File: src/rtl/uart_pkg.sv
// Shared UART definitions used by both the receive and transmit paths:
// frame constants, the receiver FSM state encoding and a parity helper.
package uart_pkg;

  localparam int   DATA_BITS  = 8;
  localparam logic START_BIT  = 1'b0;
  localparam logic STOP_BIT   = 1'b1;
  localparam logic IDLE_LEVEL = 1'b1;

  typedef enum logic [2:0] {
    IDLE   = 3'd0,
    START  = 3'd1,
    DATA   = 3'd2,
    PARITY = 3'd3,
    STOP   = 3'd4,
    BREAK  = 3'd5
  } rx_state_t;

  // Even parity bit for a data byte: the bit that makes the total count of ones even.
  function automatic logic even_parity(input logic [DATA_BITS-1:0] data);
    return ^data;
  endfunction

endpackage

File: src/rtl/uart_rx_sync.sv
// Metastability synchroniser for the asynchronous uart_rx line.
// Flops reset to the idle line level so a reset never looks like a start bit.
module uart_rx_sync
  import uart_pkg::*;
#(
  parameter int SYNC_STAGES = 2
) (
  input  logic clk,
  input  logic reset,
  input  logic rx_line,
  output logic rx_synced
);

  logic [SYNC_STAGES-1:0] chain_r;

  // Shift the raw line through the flop chain; the last stage is the safe copy.
  always_ff @(posedge clk or negedge reset) begin
    if (!reset) begin
      chain_r <= {SYNC_STAGES{IDLE_LEVEL}};
    end else begin
      chain_r <= {chain_r[SYNC_STAGES-2:0], rx_line};
    end
  end

  assign rx_synced = chain_r[SYNC_STAGES-1];

endmodule

File: src/rtl/uart_byte_receiver.sv
// UART receive stage: oversamples uart_rx, recovers 8N1 frames LSB first and
// hands each byte over through a valid/ack holding register. Framing errors
// and overruns are reported as one-clk pulses.
// Optional feature: define UART_RX_PARITY_EN for 8E1 frames with parity_err.
module uart_byte_receiver
  import uart_pkg::*;
#(
  parameter int OVERSAMPLE  = 16,
  parameter int SYNC_STAGES = 2
) (
  input  logic                 clk,
  input  logic                 reset,
  input  logic                 sample_en,
  input  logic                 uart_rx,
  input  logic                 rx_ack,
  output logic [DATA_BITS-1:0] rx_data,
  output logic                 rx_valid,
  output logic                 rx_busy,
  output logic                 frame_err,
  output logic                 overrun,
  output logic                 parity_err
);

  localparam int                TICK_W    = $clog2(OVERSAMPLE);
  localparam logic [TICK_W-1:0] TICK_LAST = TICK_W'(OVERSAMPLE - 1);
  localparam logic [TICK_W-1:0] TICK_HALF = TICK_W'(OVERSAMPLE / 2 - 1);
  localparam logic [TICK_W-1:0] TICK_ZERO = {TICK_W{1'b0}};
  localparam logic [TICK_W-1:0] TICK_ONE  = TICK_W'(1);

  rx_state_t            state_r;
  logic [TICK_W-1:0]    tick_cnt_r;
  logic [2:0]           bit_cnt_r;
  logic [DATA_BITS-1:0] shreg_r;
  logic                 rx_s;
`ifdef UART_RX_PARITY_EN
  logic                 par_bad_r;
`endif

  uart_rx_sync #(
    .SYNC_STAGES (SYNC_STAGES)
  ) u_sync (
    .clk       (clk),
    .reset     (reset),
    .rx_line   (uart_rx),
    .rx_synced (rx_s)
  );

  assign rx_busy = (state_r != IDLE);

`ifndef UART_RX_PARITY_EN
  assign parity_err = 1'b0;
`endif

  // Frame FSM, bit/tick counters, shift register and the handshake holding register.
  always_ff @(posedge clk or negedge reset) begin
    if (!reset) begin
      state_r    <= IDLE;
      tick_cnt_r <= TICK_ZERO;
      bit_cnt_r  <= 3'd0;
      shreg_r    <= {DATA_BITS{1'b0}};
      rx_data    <= {DATA_BITS{1'b0}};
      rx_valid   <= 1'b0;
      frame_err  <= 1'b0;
      overrun    <= 1'b0;
`ifdef UART_RX_PARITY_EN
      parity_err <= 1'b0;
      par_bad_r  <= 1'b0;
`endif
    end else begin
      frame_err <= 1'b0;
      overrun   <= 1'b0;
`ifdef UART_RX_PARITY_EN
      parity_err <= 1'b0;
`endif
      // A consumer ack clears the holding register; a delivery below overrides it.
      if (rx_ack && rx_valid) begin
        rx_valid <= 1'b0;
      end
      if (sample_en) begin
        case (state_r)
          IDLE: begin
            if (rx_s == START_BIT) begin
              state_r    <= START;
              tick_cnt_r <= TICK_ZERO;
            end
          end
          START: begin
            if (tick_cnt_r == TICK_HALF) begin
              // Mid start bit: a high line here was only a glitch.
              tick_cnt_r <= TICK_ZERO;
              bit_cnt_r  <= 3'd0;
              state_r    <= (rx_s == START_BIT) ? DATA : IDLE;
            end else begin
              tick_cnt_r <= tick_cnt_r + TICK_ONE;
            end
          end
          DATA: begin
            if (tick_cnt_r == TICK_LAST) begin
              shreg_r    <= {rx_s, shreg_r[DATA_BITS-1:1]};
              bit_cnt_r  <= bit_cnt_r + 3'd1;
              tick_cnt_r <= TICK_ZERO;
              if (bit_cnt_r == 3'd7) begin
`ifdef UART_RX_PARITY_EN
                state_r <= PARITY;
`else
                state_r <= STOP;
`endif
              end
            end else begin
              tick_cnt_r <= tick_cnt_r + TICK_ONE;
            end
          end
`ifdef UART_RX_PARITY_EN
          PARITY: begin
            if (tick_cnt_r == TICK_LAST) begin
              par_bad_r  <= (even_parity(shreg_r) != rx_s);
              tick_cnt_r <= TICK_ZERO;
              state_r    <= STOP;
            end else begin
              tick_cnt_r <= tick_cnt_r + TICK_ONE;
            end
          end
`endif
          STOP: begin
            if (tick_cnt_r == TICK_LAST) begin
              tick_cnt_r <= TICK_ZERO;
              if (rx_s == STOP_BIT) begin
                state_r <= IDLE;
`ifdef UART_RX_PARITY_EN
                if (par_bad_r) begin
                  parity_err <= 1'b1;
                end else begin
                  rx_data  <= shreg_r;
                  rx_valid <= 1'b1;
                  overrun  <= rx_valid & ~rx_ack;
                end
`else
                rx_data  <= shreg_r;
                rx_valid <= 1'b1;
                overrun  <= rx_valid & ~rx_ack;
`endif
              end else begin
                // Stop bit low: drop the byte and wait for the line to recover.
                frame_err <= 1'b1;
                state_r   <= BREAK;
`ifdef UART_RX_PARITY_EN
                parity_err <= par_bad_r;
`endif
              end
            end else begin
              tick_cnt_r <= tick_cnt_r + TICK_ONE;
            end
          end
          BREAK: begin
            if (rx_s == IDLE_LEVEL) begin
              state_r <= IDLE;
            end
          end
          default: begin
            state_r    <= IDLE;
            tick_cnt_r <= TICK_ZERO;
          end
        endcase
      end
    end
  end

endmodule

File: config.mk
export PLATFORM = sky130hd
export DESIGN_NAME = uart_byte_receiver
export DESIGN_NICKNAME = d
export VERILOG_FILES = /design/src/rtl/uart_pkg.sv /design/src/rtl/uart_rx_sync.sv /design/src/rtl/uart_byte_receiver.sv
export SDC_FILE = /design/constraint.sdc
export NUM_CORES = 1
export LEC_CHECK = 0
export CAP_MARGIN = 10
export CORE_ASPECT_RATIO = 1.1
export CORE_MARGIN = 10
export CORE_UTILIZATION = 58
export CTS_CLUSTER_DIAMETER = 30
export CTS_CLUSTER_SIZE = 20
export DETAILED_ROUTE_END_ITERATION = 8
export PLACE_DENSITY = 0.94
export SYNTH_ARGS = -nofsm -noshare
export SYNTH_HDL_FRONTEND = slang
export SYNTH_SLANG_ARGS = --single-unit
File: constraint.sdc
create_clock -name clk -period 3.59 [get_ports clk]
set_input_delay 0.359 -clock clk [delete_from_list [all_inputs] [get_ports clk]]
set_output_delay 0.359 -clock clk [all_outputs]
set_load 0.01 [all_outputs]
==> results of run 1 <==
[area by class of cell]
cell class | instances | area, µm²
inverters | 2 | 7.51
fillers | 183 | 751
multi-input cells | 80 | 633
well taps | 31 | 38.8
flip-flops and latches | 31 | 778
clock inverters | 1 | 7.51
clock buffers | 7 | 65.1
repair buffers | 17 | 168
[worst max-delay path: cells and delay by family (launching register included)]
| family | cells | cell delay [ns] |
|---|---|---|
| buf+inv | 1 | 0.49 |
| flops | 1 | 0.59 |
| simple gates | 1 | 0.44 |
[routing by layer]
layer,up-vias,routed length (µm)
met3,5,183
met2,27,1260
li1,459,-
met1,470,1120
met5,-,0
met4,0,33
[kinds of logic (layout without fill, tap and decap cells)]
kind of cell	Yosys count	count (layout)	share of synthesized area [%]
AO/OA/AOI/OAI	14	14	6.83
XOR/XNOR	1	1	0.597
adder cells (fa/ha/maj)	3	3	2.56
buffers and inverters	7	27	3.75
flip-flops	31	31	53.1
multiplexers	21	21	16.0
other	1	1	0.256
AND/OR/NAND/NOR	40	40	16.9
[sequential cells by signal (all words and copies together) (netlist names)]
name / cells
bit_cnt_r: 3
frame_err: 1
overrun: 1
rx_data: 8
rx_valid: 1
shreg_r: 8
state_r: 3
tick_cnt_r: 4
u_sync.chain_r: 2
[stage by stage]
step	setup WS, ns	cells	hold WS [ns]	instance area, µm²
after global placement	1.71	161	0.347	1630
final	1.37	169	0.362	1700
after detailed placement	1.68	161	0.351	1630
after floorplan	1.86	118	0.0634	1470
after global routing	1.29	169	0.369	1700
after CTS	1.35	169	0.365	1700
[worst paths after layout]
path / endpoint / slack [ns] / cells past startpoint
max: rx_busy / 1.37 / 2
min in group asynchronous: rx_valid / 0.40 / 2
min reg2reg: u_sync.chain_r[1] / 0.36 / 0
max in group asynchronous: u_sync.chain_r[1] / 2.86 / 2
min: u_sync.chain_r[1] / 0.36 / 0
max reg2reg: tick_cnt_r[3] / 1.73 / 4
[power by group]
| group | switching [mW] | internal [mW] | total, mW | leakage, nW |
|---|---|---|---|---|
| Clock | 0.119 | 0.114 | 0.233 | 0.0375 |
| Sequential | 0.0785 | 0.385 | 0.463 | 0.415 |
| Combinational | 0.109 | 0.119 | 0.228 | 0.365 |
[layout by cell type, fill, tap and decap left out, drive strengths merged, types with 3 or more instances in the layout]
| cell type | synthesis | layout |
|---|---|---|
| and3 | 4 | 4 |
| clkbuf | 2 | 7 |
| clkdlybuf4s50 | 0 | 16 |
| dfrtp | 29 | 29 |
| ha | 3 | 3 |
| mux2 | 20 | 20 |
| nand2 | 7 | 7 |
| nand2b | 3 | 3 |
| nand3 | 3 | 3 |
| nor2 | 8 | 8 |
| nor3 | 3 | 3 |
| o21ai | 5 | 5 |
==> impl_metrics.prom, run 1 <==
# TYPE chip_impl_metric gauge
chip_impl_metric{name="coreArea",unit="mm²"} 0.00245
chip_impl_metric{name="holdBufCountCts",unit=""} 0
chip_impl_metric{name="max-slew-margin-rel",unit="%"} 64.5
chip_impl_metric{name="ys_ff_latch",unit=""} 31
chip_impl_metric{name="final.period_utilization",unit="%"} 61.7
chip_impl_metric{name="static-leakage-power",unit="nW"} 0.817
chip_impl_metric{name="die_height",unit="µm"} 72.7
chip_impl_info{name="critPathLaunch",value="state_r[1]"} 1
chip_impl_metric{name="std_cell_rows",unit=""} 19
chip_impl_metric{name="cts-resized-gates",unit=""} 0
chip_impl_metric{name="grtUsageMet1",unit="%"} 14.2
chip_impl_metric{name="drt-vias-per-instance",unit=""} 5.69
chip_impl_metric{name="gr-usage-met3",unit="%"} 6.14
chip_impl_metric{name="via_count",unit=""} 961
chip_impl_info{name="status",value="completed"} 1
chip_impl_metric{name="floorplan.die.width",unit="µm"} 67.9
chip_impl_metric{name="grt.total_usage",unit="%"} 11.7
chip_impl_metric{name="mapped_cells",unit=""} 118
chip_impl_metric{name="route.final.wire_length",unit="µm"} 2600
chip_impl_metric{name="avg_wl_per_cell",unit="µm"} 15.4
chip_impl_metric{name="fmaxAchievable",unit="GHz"} 0.451
chip_impl_metric{name="remaining_drc_errors",unit=""} 0
chip_impl_metric{name="detail-route-antenna-nets",unit=""} 0
chip_impl_metric{name="async_flop_share",unit="%"} 100
chip_impl_metric{name="final_layout_size_suffix_gt1_share",unit="%"} 29.0
chip_impl_info{name="most_area_hungry_cell_type_in_the_yosys_netlist",value="sky130_fd_sc_hd__dfrtp_1"} 1
chip_impl_metric{name="finish.net_count",unit=""} 145
chip_impl_info{name="worst_setup_path_end_kind",value="primary output"} 1
chip_impl_metric{name="post_route_setup_tns",unit="ns"} 0
chip_impl_metric{name="timing.final.crit_period",unit="ns"} 2.22
chip_impl_metric{name="grtUsageMet2",unit="%"} 16.9
chip_impl_metric{name="detailedPlacementHpwl",unit="µm"} 1880
chip_impl_metric{name="synth_edf_count",unit=""} 0
chip_impl_metric{name="dr.pass1.iters",unit=""} 4
chip_impl_info{name="synth_top_flop_cell",value="sky130_fd_sc_hd__dfrtp_1"} 1
chip_impl_metric{name="cts_made_buffers",unit=""} 5
chip_impl_metric{name="htreeDepth",unit=""} 2
chip_impl_info{name="critical_path.cell_chain",value="or3_1 > clkdlybuf4s50_1"} 1
chip_impl_metric{name="die-area",unit="mm²"} 0.00494
chip_impl_info{name="hp-start",value="u_sync.chain_r[0]"} 1
chip_impl_metric{name="synth.yosys.seq_area_share",unit="%"} 53.1
chip_impl_metric{name="number_of_violations_of_the_max_capacitance_limit",unit=""} 0
chip_impl_metric{name="clock_latency",unit="ns"} 0.33
chip_impl_metric{name="finalWeightedCongestion",unit=""} 0.795
chip_impl_metric{name="fin_util",unit="%"} 69.3
chip_impl_info{name="crit_path_top_delay_cell",value="sky130_fd_sc_hd__dfrtp_1"} 1
chip_impl_metric{name="floorplan.io_pins",unit=""} 18
chip_impl_info{name="grt-busiest-layer",value="met2"} 1
chip_impl_metric{name="total_power",unit="mW"} 0.925
chip_impl_info{name="startpoint_class",value="flip-flop"} 1
chip_impl_metric{name="dr.first_iter.drc_count",unit=""} 100
chip_impl_metric{name="final_hold_viol_count",unit=""} 0
chip_impl_metric{name="worst-endpoint-required",unit="ns"} 3.23
chip_impl_info{name="clock_tree_from_tritoncts",value="yes"} 1
chip_impl_metric{name="syn2layout_area_growth",unit="%"} 15.8
chip_impl_metric{name="antenna_cells_inserted",unit=""} 0
chip_impl_metric{name="cts_setup_buffers",unit=""} 0
chip_impl_metric{name="grt_max_degree",unit=""} 32
chip_impl_metric{name="via_count_of_the_first_global_routing_pass",unit=""} 948
chip_impl_info{name="setup_repair_after_global_routing_missed_its_margin",value="no"} 1
chip_impl_metric{name="power-per-cell-area",unit="mW/mm²"} 545
chip_impl_metric{name="netlist-cell-type-count",unit=""} 42
chip_impl_metric{name="mappedNetlistNets",unit=""} 126
chip_impl_metric{name="initial_utilization",unit="%"} 59.9
chip_impl_info{name="yosysMostFrequentCell",value="sky130_fd_sc_hd__dfrtp_1"} 1
chip_impl_info{name="synth.top_cells.by_area",value="sky130_fd_sc_hd__dfrtp_1 (49%), sky130_fd_sc_hd__mux2_2 (15%), sky130_fd_sc_hd__dfstp_2 (3.6%)"} 1
chip_impl_metric{name="setup_viol_count_final",unit=""} 0
chip_impl_metric{name="tightestPinTransition",unit="ns"} 0.533
chip_impl_metric{name="grt_antenna_before_repair",unit=""} 0
chip_impl_metric{name="overflow",unit=""} 0
chip_impl_info{name="clk_root_buffer_cell",value="sky130_fd_sc_hd__clkbuf_4"} 1
chip_impl_metric{name="post-synth-top-area-fraction",unit="%"} 49.5
chip_impl_metric{name="cts-root-to-sink-buffers",unit=""} 2
chip_impl_metric{name="crit_path_max_fanout",unit=""} 20
chip_impl_metric{name="synth_area_per_cell",unit="µm²"} 12.4
chip_impl_metric{name="ir_worst_vdd",unit="V"} 0.000386
chip_impl_metric{name="synthesis.yosys.warnings",unit=""} 0
chip_impl_metric{name="mappedNetlistArea",unit="mm²"} 0.00147
chip_impl_info{name="setup.worst_path.class",value="flip-flop to primary output"} 1
chip_impl_metric{name="cp_slowest_stage_delay",unit="ns"} 0.59
chip_impl_info{name="synth_common_cells",value="sky130_fd_sc_hd__dfrtp_1 (29), sky130_fd_sc_hd__mux2_2 (20), sky130_fd_sc_hd__nor2_1 (8), sky130_fd_sc_hd__nand2_1 (6), sky130_fd_sc_hd__o21ai_0 (5)"} 1
chip_impl_metric{name="max_slew_vio_count",unit=""} 0
chip_impl_metric{name="fin_worst_skew",unit="ns"} 0.0129
chip_impl_info{name="worst_hold_path_type",value="flip-flop to flip-flop"} 1
chip_impl_metric{name="tritoncts_num_sinks",unit=""} 31
chip_impl_metric{name="first_pass_grt_wire_length",unit="µm"} 4420
chip_impl_metric{name="critPathArrivalTime",unit="ns"} 1.86
chip_impl_metric{name="numPortBuffers",unit=""} 16
chip_impl_info{name="crit-reg2reg-launch",value="state_r[1]"} 1
chip_impl_metric{name="clk_pin_slew_worst_paths",unit="ns"} 0.10
Note: power is estimated with default switching activity, not from simulation.
==> run 2: changes to the inputs <==
Settings changed: CORE_UTILIZATION 58 to 54, PLACE_DENSITY 0.94 to 0.89.
Clock period 3.59 ns to 2.1 ns, I/O delays scaled along.
==> run 2 against run 1 <==
Sequential share of layout area rose by 0.46 points. Sequential power rose by 72%. Critical path depth unchanged. Wire length rose by 9.0%. Total power grew 67%. Global-route usage grew 0.43 points. Critical path type unchanged. Highest routed layer unchanged.
==> impl_metrics.prom, run 2 (synthesized netlist as in run 1, its figures left out) <==
# TYPE chip_impl_metric gauge
chip_impl_info{name="status",value="completed"} 1
chip_impl_metric{name="overflow",unit=""} 0
chip_impl_metric{name="clk_pin_slew_worst_paths",unit="ns"} 0.11
chip_impl_metric{name="holdBufCountCts",unit=""} 0
chip_impl_metric{name="post_route_setup_tns",unit="ns"} 0
chip_impl_metric{name="timing.final.crit_period",unit="ns"} 1.97
chip_impl_metric{name="power-per-cell-area",unit="mW/mm²"} 917
chip_impl_metric{name="htreeDepth",unit=""} 2
chip_impl_metric{name="dr.pass1.iters",unit=""} 4
chip_impl_metric{name="grt.total_usage",unit="%"} 12.1
chip_impl_metric{name="cts-root-to-sink-buffers",unit=""} 2
chip_impl_metric{name="numPortBuffers",unit=""} 16
chip_impl_metric{name="cts_setup_buffers",unit=""} 0
chip_impl_metric{name="coreArea",unit="mm²"} 0.00254
chip_impl_metric{name="detail-route-antenna-nets",unit=""} 0
chip_impl_metric{name="detailedPlacementHpwl",unit="µm"} 1910
chip_impl_metric{name="die-area",unit="mm²"} 0.00520
chip_impl_metric{name="finalWeightedCongestion",unit=""} 0.840
chip_impl_metric{name="via_count",unit=""} 989
chip_impl_info{name="clock_tree_from_tritoncts",value="yes"} 1
chip_impl_metric{name="finish.net_count",unit=""} 146
chip_impl_metric{name="final.period_utilization",unit="%"} 93.9
chip_impl_metric{name="std_cell_rows",unit=""} 19
chip_impl_info{name="layout.cells.most_common",value="sky130_fd_sc_hd__dfrtp_1"} 1
chip_impl_info{name="worst_hold_path_type",value="primary input to async pin"} 1
chip_impl_info{name="setup_repair_after_global_routing_missed_its_margin",value="no"} 1
chip_impl_metric{name="critPathArrivalTime",unit="ns"} 1.76
chip_impl_metric{name="max_slew_vio_count",unit=""} 0
chip_impl_metric{name="initial_utilization",unit="%"} 57.6
chip_impl_metric{name="static-leakage-power",unit="nW"} 0.816
chip_impl_metric{name="comb_power_share",unit="%"} 26.8
chip_impl_metric{name="floorplan.io_pins",unit=""} 18
chip_impl_info{name="startpoint_class",value="flip-flop"} 1
chip_impl_metric{name="final_hold_viol_count",unit=""} 0
chip_impl_metric{name="number_of_violations_of_the_max_capacitance_limit",unit=""} 0
chip_impl_metric{name="route.final.wire_length",unit="µm"} 2830
chip_impl_metric{name="setup_viol_count_final",unit=""} 0
chip_impl_metric{name="power.share.switching",unit="%"} 35.8
chip_impl_metric{name="floorplan.die.width",unit="µm"} 69.7
chip_impl_metric{name="avg_wl_per_cell",unit="µm"} 16.6
chip_impl_metric{name="clock_latency",unit="ns"} 0.34
chip_impl_metric{name="crit_path_max_fanout",unit=""} 16
chip_impl_metric{name="fin_worst_skew",unit="ns"} 0.0139
chip_impl_metric{name="dr.first_iter.drc_count",unit=""} 153
chip_impl_metric{name="power_frac_clock",unit="%"} 21.7
chip_impl_info{name="clk_root_buffer_cell",value="sky130_fd_sc_hd__clkbuf_4"} 1
chip_impl_info{name="most-common-layout-cells",value="sky130_fd_sc_hd__dfrtp_1 (26), sky130_fd_sc_hd__mux2_2 (20), sky130_fd_sc_hd__clkdlybuf4s50_1 (16)"} 1
chip_impl_metric{name="internal_power",unit="mW"} 0.995
chip_impl_info{name="setup.worst_path.class",value="flip-flop to primary output"} 1
chip_impl_metric{name="instances_no_fill",unit=""} 170
chip_impl_metric{name="die_height",unit="µm"} 74.7
chip_impl_metric{name="p_switching",unit="mW"} 0.554
chip_impl_metric{name="final_layout_size_suffix_gt1_share",unit="%"} 31.7
chip_impl_metric{name="ir_worst_vdd",unit="V"} 0.000706
chip_impl_metric{name="grt_antenna_before_repair",unit=""} 0
chip_impl_metric{name="p_seq_share",unit="%"} 51.5
chip_impl_metric{name="tritoncts_num_sinks",unit=""} 31
chip_impl_metric{name="worst-endpoint-required",unit="ns"} 1.89
chip_impl_metric{name="first_pass_grt_wire_length",unit="µm"} 4930
chip_impl_metric{name="via_count_of_the_first_global_routing_pass",unit=""} 1044
chip_impl_metric{name="remaining_drc_errors",unit=""} 0
chip_impl_metric{name="cts-resized-gates",unit=""} 0
chip_impl_info{name="worst_setup_path_end_kind",value="primary output"} 1
chip_impl_metric{name="cts_made_buffers",unit=""} 5
chip_impl_metric{name="antenna_cells_inserted",unit=""} 0
chip_impl_metric{name="grt_max_degree",unit=""} 32
chip_impl_metric{name="final.hold.worst_slack",unit="ns"} 0.238
chip_impl_metric{name="syn2layout_area_growth",unit="%"} 15.2
chip_impl_metric{name="drt-vias-per-instance",unit=""} 5.82
chip_impl_metric{name="fmaxAchievable",unit="GHz"} 0.507
chip_impl_info{name="largestRegisters",value="rx_data x8, shreg_r x8, tick_cnt_r x4"} 1
chip_impl_metric{name="numPlacedInstances",unit=""} 162
## run 2: cell types whose count changed in the layout (fill, tap and decap cells not counted), sizes merged
cell      previous run  this run
clkinv               0         3
clkbuf               7         5
clkinvlp             1         0
buf                  1         2
## run 2: worst max-delay path, stage by stage (launching register included)
cell and delay [ns]:
sky130_fd_sc_hd__dfrtp_2 0.53, sky130_fd_sc_hd__or3_1 0.40, sky130_fd_sc_hd__clkdlybuf4s50_1 0.49
## run 2: area by class of cell
| class | instances | area, µm² |
|---|---|---|
| Inverter | 2 | 7.51 |
| Fill cell | 183 | 855 |
| Sequential cell | 31 | 782 |
| Multi-Input combinational cell | 80 | 633 |
| Timing Repair Buffer | 18 | 175 |
| Clock buffer | 5 | 37.5 |
| Tap cell | 31 | 38.8 |
| Clock inverter | 3 | 15.0 |
## run 2: worst paths after layout
kind / from / to / slack (ns) / cells past startpoint
worst max-delay path: state_r[1] / rx_busy / 0.13 / 2
worst min-delay path: reset / state_r[1] / 0.24 / 2
worst max register to register: tick_cnt_r[0] / state_r[0] / 0.21 / 5
worst min register to register: u_sync.chain_r[0] / u_sync.chain_r[1] / 0.36 / 0
max in group asynchronous: reset / u_sync.chain_r[0] / 1.52 / 2
min in group clk: uart_rx / u_sync.chain_r[0] / 0.28 / 1
## run 2: stage by stage
stage          setup slack, ns  cell area, µm²  utilization (%)  total power [mW]
5_1_grt                 0.0225            1690             66.4              1.66
3_5_place_dp             0.236            1630             64.2              1.21
2_1_floorplan            0.373            1470                -              1.12
4_1_cts                 0.0487            1690             66.3              1.55
3_3_place_gp             0.298            1630             64.2              1.17
6_report                 0.128            1690             66.4              1.55
## run 2: layer usage
layer / vias to the layer above / share of wire, % / GRT usage (%)
met5: - / 0 / 0
met2: 33 / 48 / 18.6
met1: 487 / 42 / 13.8
met3: 7 / 7.4 / 4.99
met4: 0 / 1.9 / 7.89
li1: 462 / - / -
## run 2: power by group through the flow
stage               Clock (mW)  Combinational (mW)  Sequential [mW]
floorplan                    0               0.394            0.726
global placement             0               0.383            0.790
detailed placement           0               0.407            0.800
CTS                      0.349               0.418            0.788
global route             0.388               0.458            0.812
finish                   0.336               0.416            0.797
==> run 3: changes to the inputs <==
Settings changed: ABC_CLOCK_PERIOD_IN_PS set to 2100.
==> results of run 3 <==
Final layout, timing and power as in run 2 (identical DEF).
